===== src/rtl/fetch_ctrl.sv =====
// Instruction-fetch sequencer: owns the fetch PC, captures {pc, instr} pairs into a
// small prefetch FIFO and hands them to decode over valid/ready.
module fetch_ctrl #(
   parameter logic [31:0] RESET_PC    = 32'h0000_0000,
   parameter int unsigned DEPTH       = 2,
   parameter logic [31:0] EBREAK_WORD = 32'h0010_0073
) (
   input  logic        clk,
   input  logic        rst,
   input  logic        fetch_en,
   output logic [31:0] imem_addr,
   input  logic [31:0] imem_instr,
   output logic        out_valid,
   input  logic        out_ready,
   output logic [31:0] out_instr,
   output logic [31:0] out_pc,
   input  logic        redirect_valid,
   input  logic [31:0] redirect_pc,
   output logic        halted,
   output logic [31:0] fetch_count
);

   localparam int unsigned AW       = (DEPTH > 2) ? $clog2(DEPTH) : 1;
   localparam logic [AW:0] FULL_CNT = (AW+1)'(DEPTH);

   typedef enum logic [1:0] {
      IDLE,
      RUN,
      HALTED
   } state_t;

   state_t        state;
   logic [31:0]   fetch_pc;
   logic [AW-1:0] rd_ptr;
   logic [AW-1:0] wr_ptr;
   logic [AW:0]   count;

   logic [31:0]   mem_pc    [DEPTH];
   logic [31:0]   mem_instr [DEPTH];

   logic pop;
   logic push_ok;
   logic push;
   logic push_ebreak;

   always_comb begin
      pop         = out_valid & out_ready;
      push_ok     = (state == RUN) & fetch_en & ((count < FULL_CNT) | pop);
      push        = push_ok & ~redirect_valid & ~rst;
      push_ebreak = push & (imem_instr == EBREAK_WORD);
   end

   assign imem_addr = fetch_pc;
   assign out_valid = (count != '0);
   assign out_instr = mem_instr[rd_ptr];
   assign out_pc    = mem_pc[rd_ptr];
   assign halted    = (state == HALTED);

   always_ff @(posedge clk) begin
      if (push) begin
         mem_pc[wr_ptr]    <= fetch_pc;
         mem_instr[wr_ptr] <= imem_instr;
      end
   end

   always_ff @(posedge clk) begin
      if (rst) begin
         state       <= IDLE;
         fetch_pc    <= RESET_PC;
         rd_ptr      <= '0;
         wr_ptr      <= '0;
         count       <= '0;
         fetch_count <= '0;
      end else if (redirect_valid) begin
         // a head transfer in this cycle is treated as taken; the flush drops the rest
         state    <= fetch_en ? RUN : IDLE;
         fetch_pc <= redirect_pc & ~32'h0000_0003;
         rd_ptr   <= '0;
         wr_ptr   <= '0;
         count    <= '0;
      end else begin
         if (push) begin
            wr_ptr      <= wr_ptr + AW'(1);
            fetch_pc    <= fetch_pc + 32'd4;
            fetch_count <= fetch_count + 32'd1;
         end
         if (pop) begin
            rd_ptr <= rd_ptr + AW'(1);
         end
         case ({push, pop})
            2'b10:   count <= count + (AW+1)'(1);
            2'b01:   count <= count - (AW+1)'(1);
            default: count <= count;
         endcase
         case (state)
            IDLE: begin
               if (fetch_en) state <= RUN;
            end
            RUN: begin
               if (!fetch_en)        state <= IDLE;
               else if (push_ebreak) state <= HALTED;
            end
            HALTED: begin
               state <= HALTED;
            end
            default: state <= IDLE;
         endcase
      end
   end

endmodule


===== config.mk =====
export PLATFORM = sky130hd
export DESIGN_NAME = fetch_ctrl
export DESIGN_NICKNAME = d
export VERILOG_FILES = /design/src/rtl/fetch_ctrl.sv
export SDC_FILE = /design/constraint.sdc
export NUM_CORES = 1
export LEC_CHECK = 0
export ABC_AREA = 1
export BUFFER_PORTS_ARGS = -buffer_cell sky130_fd_sc_hd__buf_2
export CAP_MARGIN = 20
export CORE_MARGIN = 4
export CORE_UTILIZATION = 54
export CTS_CLUSTER_DIAMETER = 30
export DETAILED_ROUTE_END_ITERATION = 10
export GPL_ROUTABILITY_DRIVEN = 0
export PLACE_DENSITY = 0.85
export SYNTH_ARGS = -nofsm -noshare
export SYNTH_HDL_FRONTEND = slang
export SYNTH_SLANG_ARGS = --single-unit

===== constraint.sdc =====
create_clock -name clk -period 4.7 [get_ports clk]
set_clock_uncertainty 0.1 [all_clocks]
set_input_delay 0.47 -clock clk [delete_from_list [all_inputs] [get_ports clk]]
set_output_delay 0.47 -clock clk [all_outputs]
set_load 0.03 [all_outputs]

==> results of run 1 <==
registers in the layout (all words and copies together), names as in the netlist, named ones only:
signal	count
fetch_count	32
mem_instr	64
wr_ptr	1
imem_addr	30
rd_ptr	1
count	2
state	2
mem_pc	60
path summary, 6_finish.rpt:
check / from / to / slack, ns
min: imem_instr[16] / mem_instr[1][16] / 0.13
max reg2reg: state[1] / imem_addr[28] / 2.46
min reg2reg: rd_ptr / flip-flop / 0.36
max: flip-flop / out_pc[12] / 2.09
through the flow:
stage	total power [uW]	worst slack [ns]
final	3558	2.087
after global routing	3685	2.029
after CTS	3573	1.577
after detailed placement	2102	1.846
after global placement	2095	1.941
after floorplan	2019	0.3000
where the power goes:
part / switching (uW) / total, uW / internal [uW]
sequential: 33.1 / 1860 / 1820
clock: 676 / 1490 / 814
combinational: 143 / 211 / 67.9
total: 852 / 3560 / 2710
critical path, stage by stage (launching register included):
cell     delay (ns)
dfxtp_2        0.64
buf_4          0.39
mux2_2         0.39
buf_2          0.18
synth_stat cells (all sizes together):
cell / number
nand2: 267
nor2: 142
edfxtp: 124
inv: 88
dfxtp: 69
mux2: 62
a21oi: 49
nand3: 47
o21ai: 33
buf: 18
xor2: 18
clkbuf: 12
nor3: 9
nand4: 6
a31oi: 5
ha: 3
or2: 3
xnor2: 3
o211ai: 2
a22oi: 1
and3: 1
conb: 1
nand3b: 1
nor3b: 1
o2111ai: 1
o21bai: 1
cells by family after synthesis:
kind of cell,Yosys count
XOR/XNOR,21
flip-flops,193
buffers and inverters,118
AND/OR/NAND/NOR,477
AO/OA/AOI/OAI,92
multiplexers,62
adder cells (fa/ha/maj),3
other,1
metal layers:
| metal | GRT usage (%) | share of wire (%) |
|---|---|---|
| met1 | 28.93 | 39 |
| met2 | 41.27 | 49 |
| met3 | 6.949 | 9.6 |
| met4 | 8.007 | 2.3 |
| met5 | 0 | 0.21 |
cell usage in the layout (no fill, tap or decap), types with 3 or more instances in the layout:
cell / instances
edfxtp_1: 124
inv_6: 5
nand4_1: 4
nand2_1: 266
nor2_2: 3
xnor2_1: 3
a31oi_1: 5
buf_2: 192
clkbuf_16: 17
xor2_1: 18
nand3_1: 47
ha_1: 3
buf_4: 6
inv_8: 3
nor2_1: 135
mux2_2: 62
nor2_4: 4
conb_1: 4
dfxtp_1: 68
inv_1: 87
or2_2: 3
o21ai_0: 32
nor3_1: 9
a21oi_1: 49
final cells by class:
type	instances	area, um^2
clock inverters	14	187.7
clock buffers	18	429.2
flip-flops and latches	193	5106
inverters	88	330.3
repair buffers	200	1046
diodes	2	5.005
well taps	216	270.3
fillers	1211	5323
multi-input cells	659	3361
==> run summary, run 1 <==
status: complete, no violations
via-per-instance ratio: 5.281
adder-cell area share of the yosys netlist: 0.4203%
kind of critical path: reg2out
Post-CTS Setup Inserts: 0
Post-CTS Resized: 0
Netlist Area Pre-Place: 0.008931 mm^2
Syn. warnings: 0
largest area contributor in the netlist: edfxtp_1
largest family of logic cells by synthesized area: simple AND/OR/NAND/NOR gates
Initial Util: 55.62%
Min Clock Period, post-route: 2.613 ns
Worst IR Drop VDD: 0.0002538 V
startpoint types: flip-flop
CTS tree: yes
Residual DRC: 0
Cell Rows: 46
GRT Util Overall: 23.99%
drt total wl: 22.24 mm
Num CTS Buffers: 17
CORE AREA: 0.01606 mm^2
Netlist cell types: 35
#FFs+latches synth: 193
die extent in y: 136.6 um
Final Util: 66.85%
worst hold path depth: 1
DR WL/cell: 16.00 um
first-pass GRT wire length: 34.48 mm
# clock sinks: 193
number of antenna violations at the first check in global routing: 5
main area contributors after synthesis: edfxtp_1 42%, dfxtp_1 15%, nand2_1 11%, mux2_2 7.8%, nor2_1 5.8%
Die Wd: 136.6 um
final setup vio count: 0
relative slew slack: 45.21%
mux cell area share after synthesis: 7.817%
Avg Inst Size Synth: 9.236 um^2
Worst Hold Class: in2reg
post-synthesis xor/xnor area fraction: 2.059%
largest net degree at the start of global routing: 51
setup total negative slack: 0 ns
crit-path max FO: 20
Mapped Cells: 967
PortBufs: 192
fmax: 0.3827 GHz
Max clock buf depth: 2
total die area: 0.01866 mm^2
post-DP HPWL: 15.55 mm
DRT Pass-1 Iters: 7
Final Max Tran Viols: 0
Non-Filler Instances: 1390
Iter 0 DRT Violations: 650
Final Hold Vio Count: 0
H-tree levels: 4
worst skew pair latency: 0.44 ns
post-route cell area: 0.01074 mm^2
sequential share of the synthesized area: 57.16%
CTS Hold Bufs: 0
layout cells sized above 1: 26.28%
area of placed instances: 0.01009 mm^2
vias in the first global route: 6857
GRT overflow: 0
unrepaired setup endpoints after global routing: false
worst-margin pin slew: 0.8188 ns
CP arrival: 2.04 ns
Layout area overhead: 20.20%
PwrDens: 331.5 mW/mm^2
CTS root buffer: clkbuf_16
Final nets: 1231
post-synthesis simple-gate area fraction: 21.62%
Reg2Reg Depth: 8
fin crit share: 55.60%
Max-cap violations: 0
CTS clk-pin slew, worst paths: 0.07 ns
crit end category: output pin
Via Count: 7340
post-synth top area share: 41.69%
boundary pin count: 199
Required @ worst endpoint: 4.13 ns
Synth Area in Compound Gates: 5.380%
hold_ws: 0.1329 ns
post-route antenna net violation count: 0
Static Leakage: 0.004156 uW
placed insts: 1355
No activity file was read; power rests on OpenSTA's default activity.
==> run 2: changes to the inputs <==
Settings changed: ABC_AREA 1 to 0, CORE_UTILIZATION 54 to 53, PLACE_DENSITY 0.85 to 0.84.
Clock period 4.7 ns to 2.6 ns, I/O delays scaled along.
==> run summary, run 2 <==
boundary pin count: 199 (unchanged)
CTS root buffer: clkbuf_16
total die area: 0.01735 mm^2 (-7.0%)
Final Hold Vio Count: 0 (unchanged)
PortBufs: 192 (unchanged)
Top Family by Delay on Critical Path: simple AND/OR/NAND/NOR gates
Min Clock Period, post-route: 2.204 ns
largest net degree at the start of global routing: 71 (+39%)
DRT Pass-1 Iters: 5 (-2)
DR WL/cell: 18.92 um (+18%)
most numerous cell in the Yosys netlist: edfxtp_1
startpoint types: flip-flop
CP arrival: 2.46 ns (+0.42 ns)
most frequent cells in the layout: 192 x buf_2, 124 x edfxtp_1, 68 x dfxtp_1
sequential share of the synthesized area: 62.91% (+5.8 points)
fraction of registers with async set/reset: 0% (unchanged)
CTS clk-pin slew, worst paths: 0.07 ns (about the same)
Final Max Tran Viols: 0 (unchanged)
final setup vio count: 0 (unchanged)
crit end category: flip-flop
Post-CTS Resized: 0 (unchanged)
hold_ws: 0.007107 ns (-0.1258 ns)
post-route antenna net violation count: 0 (unchanged)
Initial Util: 54.99% (-0.62 points)
fin crit share: 84.75%
Mapped Cells: 654 (-32%)
Num CTS Buffers: 17 (unchanged)
slowest stage cell, crit path: nor2b_1
Static Leakage: 0.003776 uW (-9.1%)
via-per-instance ratio: 5.789 (+9.6%)
Tot Pwr: 6203 uW (+74%)
main area contributors after synthesis: edfxtp_1 46%, dfxtp_1 17%, mux2_2 9.0%, a21oi_1 2.2%, nor2_1 1.9%
kind of critical path: reg2reg
drt total wl: 20.57 mm (-7.5%)
relative slew slack: 49.89% (+4.7 points)
CTS tree: yes
Max-cap violations: 0 (unchanged)
status: complete, no violations
final worst slack: 0.3964 ns (-1.691 ns)
crit-path max FO: 16 (-20%)
Syn. warnings: 0 (unchanged)
die extent in y: 131.7 um (-3.6%)
Via Count: 6293 (-14%)
vias in the first global route: 5973 (-13%)
number of flip-flops under the largest register name: 64 (unchanged)
largest area contributor in the netlist: edfxtp_1
# clock sinks: 193 (unchanged)
Cell Rows: 44 (-4.3%)
Worst Hold Class: in2reg
commonest non-fill, non-tap cell in the layout: buf_2
Worst IR Drop VDD: 0.0004860 V (+91%)
H-tree levels: 4 (unchanged)
worst-margin pin slew: 0.7516 ns (-0.06717 ns)
Required @ worst endpoint: 2.85 ns (-1.28 ns)
CP cell instances: nor2b_1 > nor3_4 > inv_2 > ha_1 > or3_1 > a21oi_1
Layout area overhead: 26.97%
Die Wd: 131.7 um (-3.6%)
Max clock buf depth: 2 (unchanged)
Iter 0 DRT Violations: 447 (-31%)
unrepaired setup endpoints after global routing: false
Setup WS pre-CTS: 0.3567 ns (-1.489 ns)
#FFs+latches synth: 193 (unchanged)
Netlist Area Pre-Place: 0.008114 mm^2 (-9.1%)
CP Buf/Inv Count: 1 (-1)
Fillers: 1050 (-13%)
Main synth FF type: edfxtp_1
worst skew pair latency: 0.43 ns (about the same)
Residual DRC: 0 (unchanged)
first-pass GRT wire length: 32.33 mm (-6.2%)
Largest regs: mem_instr x64, mem_pc x60, fetch_count x32
fmax: 0.4538 GHz
CORE AREA: 0.01475 mm^2 (-8.1%)
Largest Register: mem_instr
CP max stage delay: 0.44 ns (-0.20 ns)
number of antenna violations at the first check in global routing: 2 (-3)
number of flops mapped to enable cells by yosys: 124 (unchanged)
Synth top cells by count: 124 x edfxtp_1, 69 x dfxtp_1, 65 x mux2_2
layout cells sized above 1: 35.14% (+8.9 points)
Final nets: 961 (-22%)
post-synth top area share: 45.89% (+4.2 points)
GRT overflow: 0 (unchanged)
Avg Inst Size Synth: 12.41 um^2 (+34%)
post-DP HPWL: 13.20 mm (-15%)
PwrDens: 602.1 mW/mm^2 (+82%)
Netlist cell types: 52 (+49%)
GRT Util Overall: 23.28% (-0.71 points)
-- run 2: cell types whose count changed in the layout (fill, tap and decap cells not counted), sizes merged, moves of 15 or more --
cell / change
nor2: -100
or3: +15
inv: -79
nand2: -226
nand4: +15
nand3: -24
nor4: +15
dlygate4sd3: +36
-- run 2: timing repair --
action / CTS / global route
hold buffers: 36 / 0
endpoints found under the hold margin: 68 / 0
buffers inserted: 0 / 0
-- run 2: cell families (layout without fill, tap and decap cells) --
logic type | count (synthesis) | after routing | share of synthesized area, %
mux | 68 | 68 | 9.391
xor+xnor | 25 | 25 | 2.699
other cells | 1 | 5 | 0.04622
compound gates | 99 | 99 | 7.448
fa+ha+maj | 3 | 3 | 0.4627
buf+inv | 43 | 288 | 2.220
flops | 193 | 193 | 62.91
simple gates | 222 | 222 | 14.82
-- run 2: where the power goes --
| group | switching (uW) | internal [uW] | total (uW) |
|---|---|---|---|
| Clock | 1200 | 1260 | 2460 |
| Combinational | 238 | 156 | 394 |
| Sequential | 55.7 | 3300 | 3350 |
| Total | 1490 | 4710 | 6200 |
-- run 2: cell type report --
type	instances	area [um^2]	area share (%)
Clock buffer	18	429.2	4.166
Sequential cell	193	5106	49.56
Antenna cell	1	2.502	0.02429
Multi-Input combinational cell	421	2850	27.67
Clock inverter	14	120.1	1.166
Timing Repair Buffer	248	1534	14.89
Tap cell	184	230.2	2.235
Inverter	8	30.03	0.2915
-- run 2: final timing paths --
path / start / end / slack (ns) / cells after the start
setup / recovery: count[1] / count[1] / 0.40 / 6
hold / removal: redirect_pc[17] / imem_addr[17] / 0.007 / 3
setup reg to reg: count[1] / count[1] / 0.40 / 6
hold reg to reg: fetch_count[29] / fetch_count[29] / 0.40 / 2
-- run 2: layer usage --
metal	share of wire [%]	wire length, um	GRT usage (%)
met4	2.5	505	7.760
met5	0.078	16	0
met1	40	8147	29.22
met2	51	10540	40.43
met3	6.6	1363	4.847
-- run 2: through the flow --
step | TNS, ns | instances | cell area, um^2 | utilization (%)
2_1_floorplan | -1.320 | 657 | 8162 | -
3_3_place_gp | 0 | 1018 | 9390 | 63.64
3_5_place_dp | 0 | 1018 | 9390 | 63.64
4_1_cts | 0 | 1086 | 10300 | 69.81
5_1_grt | 0 | 1087 | 10300 | 69.83
6_report | 0 | 1087 | 10300 | 69.83
-- run 2: worst reg2reg max path, delay by kind of cell, from the launching register on --
| kind | cells | cell delay [ns] |
|---|---|---|
| AO/OA/AOI/OAI | 1 | 0.14 |
| adder cells (fa/ha/maj) | 1 | 0.33 |
| flip-flops | 1 | 0.38 |
| AND/OR/NAND/NOR | 3 | 0.91 |
| buffers and inverters | 1 | 0.28 |
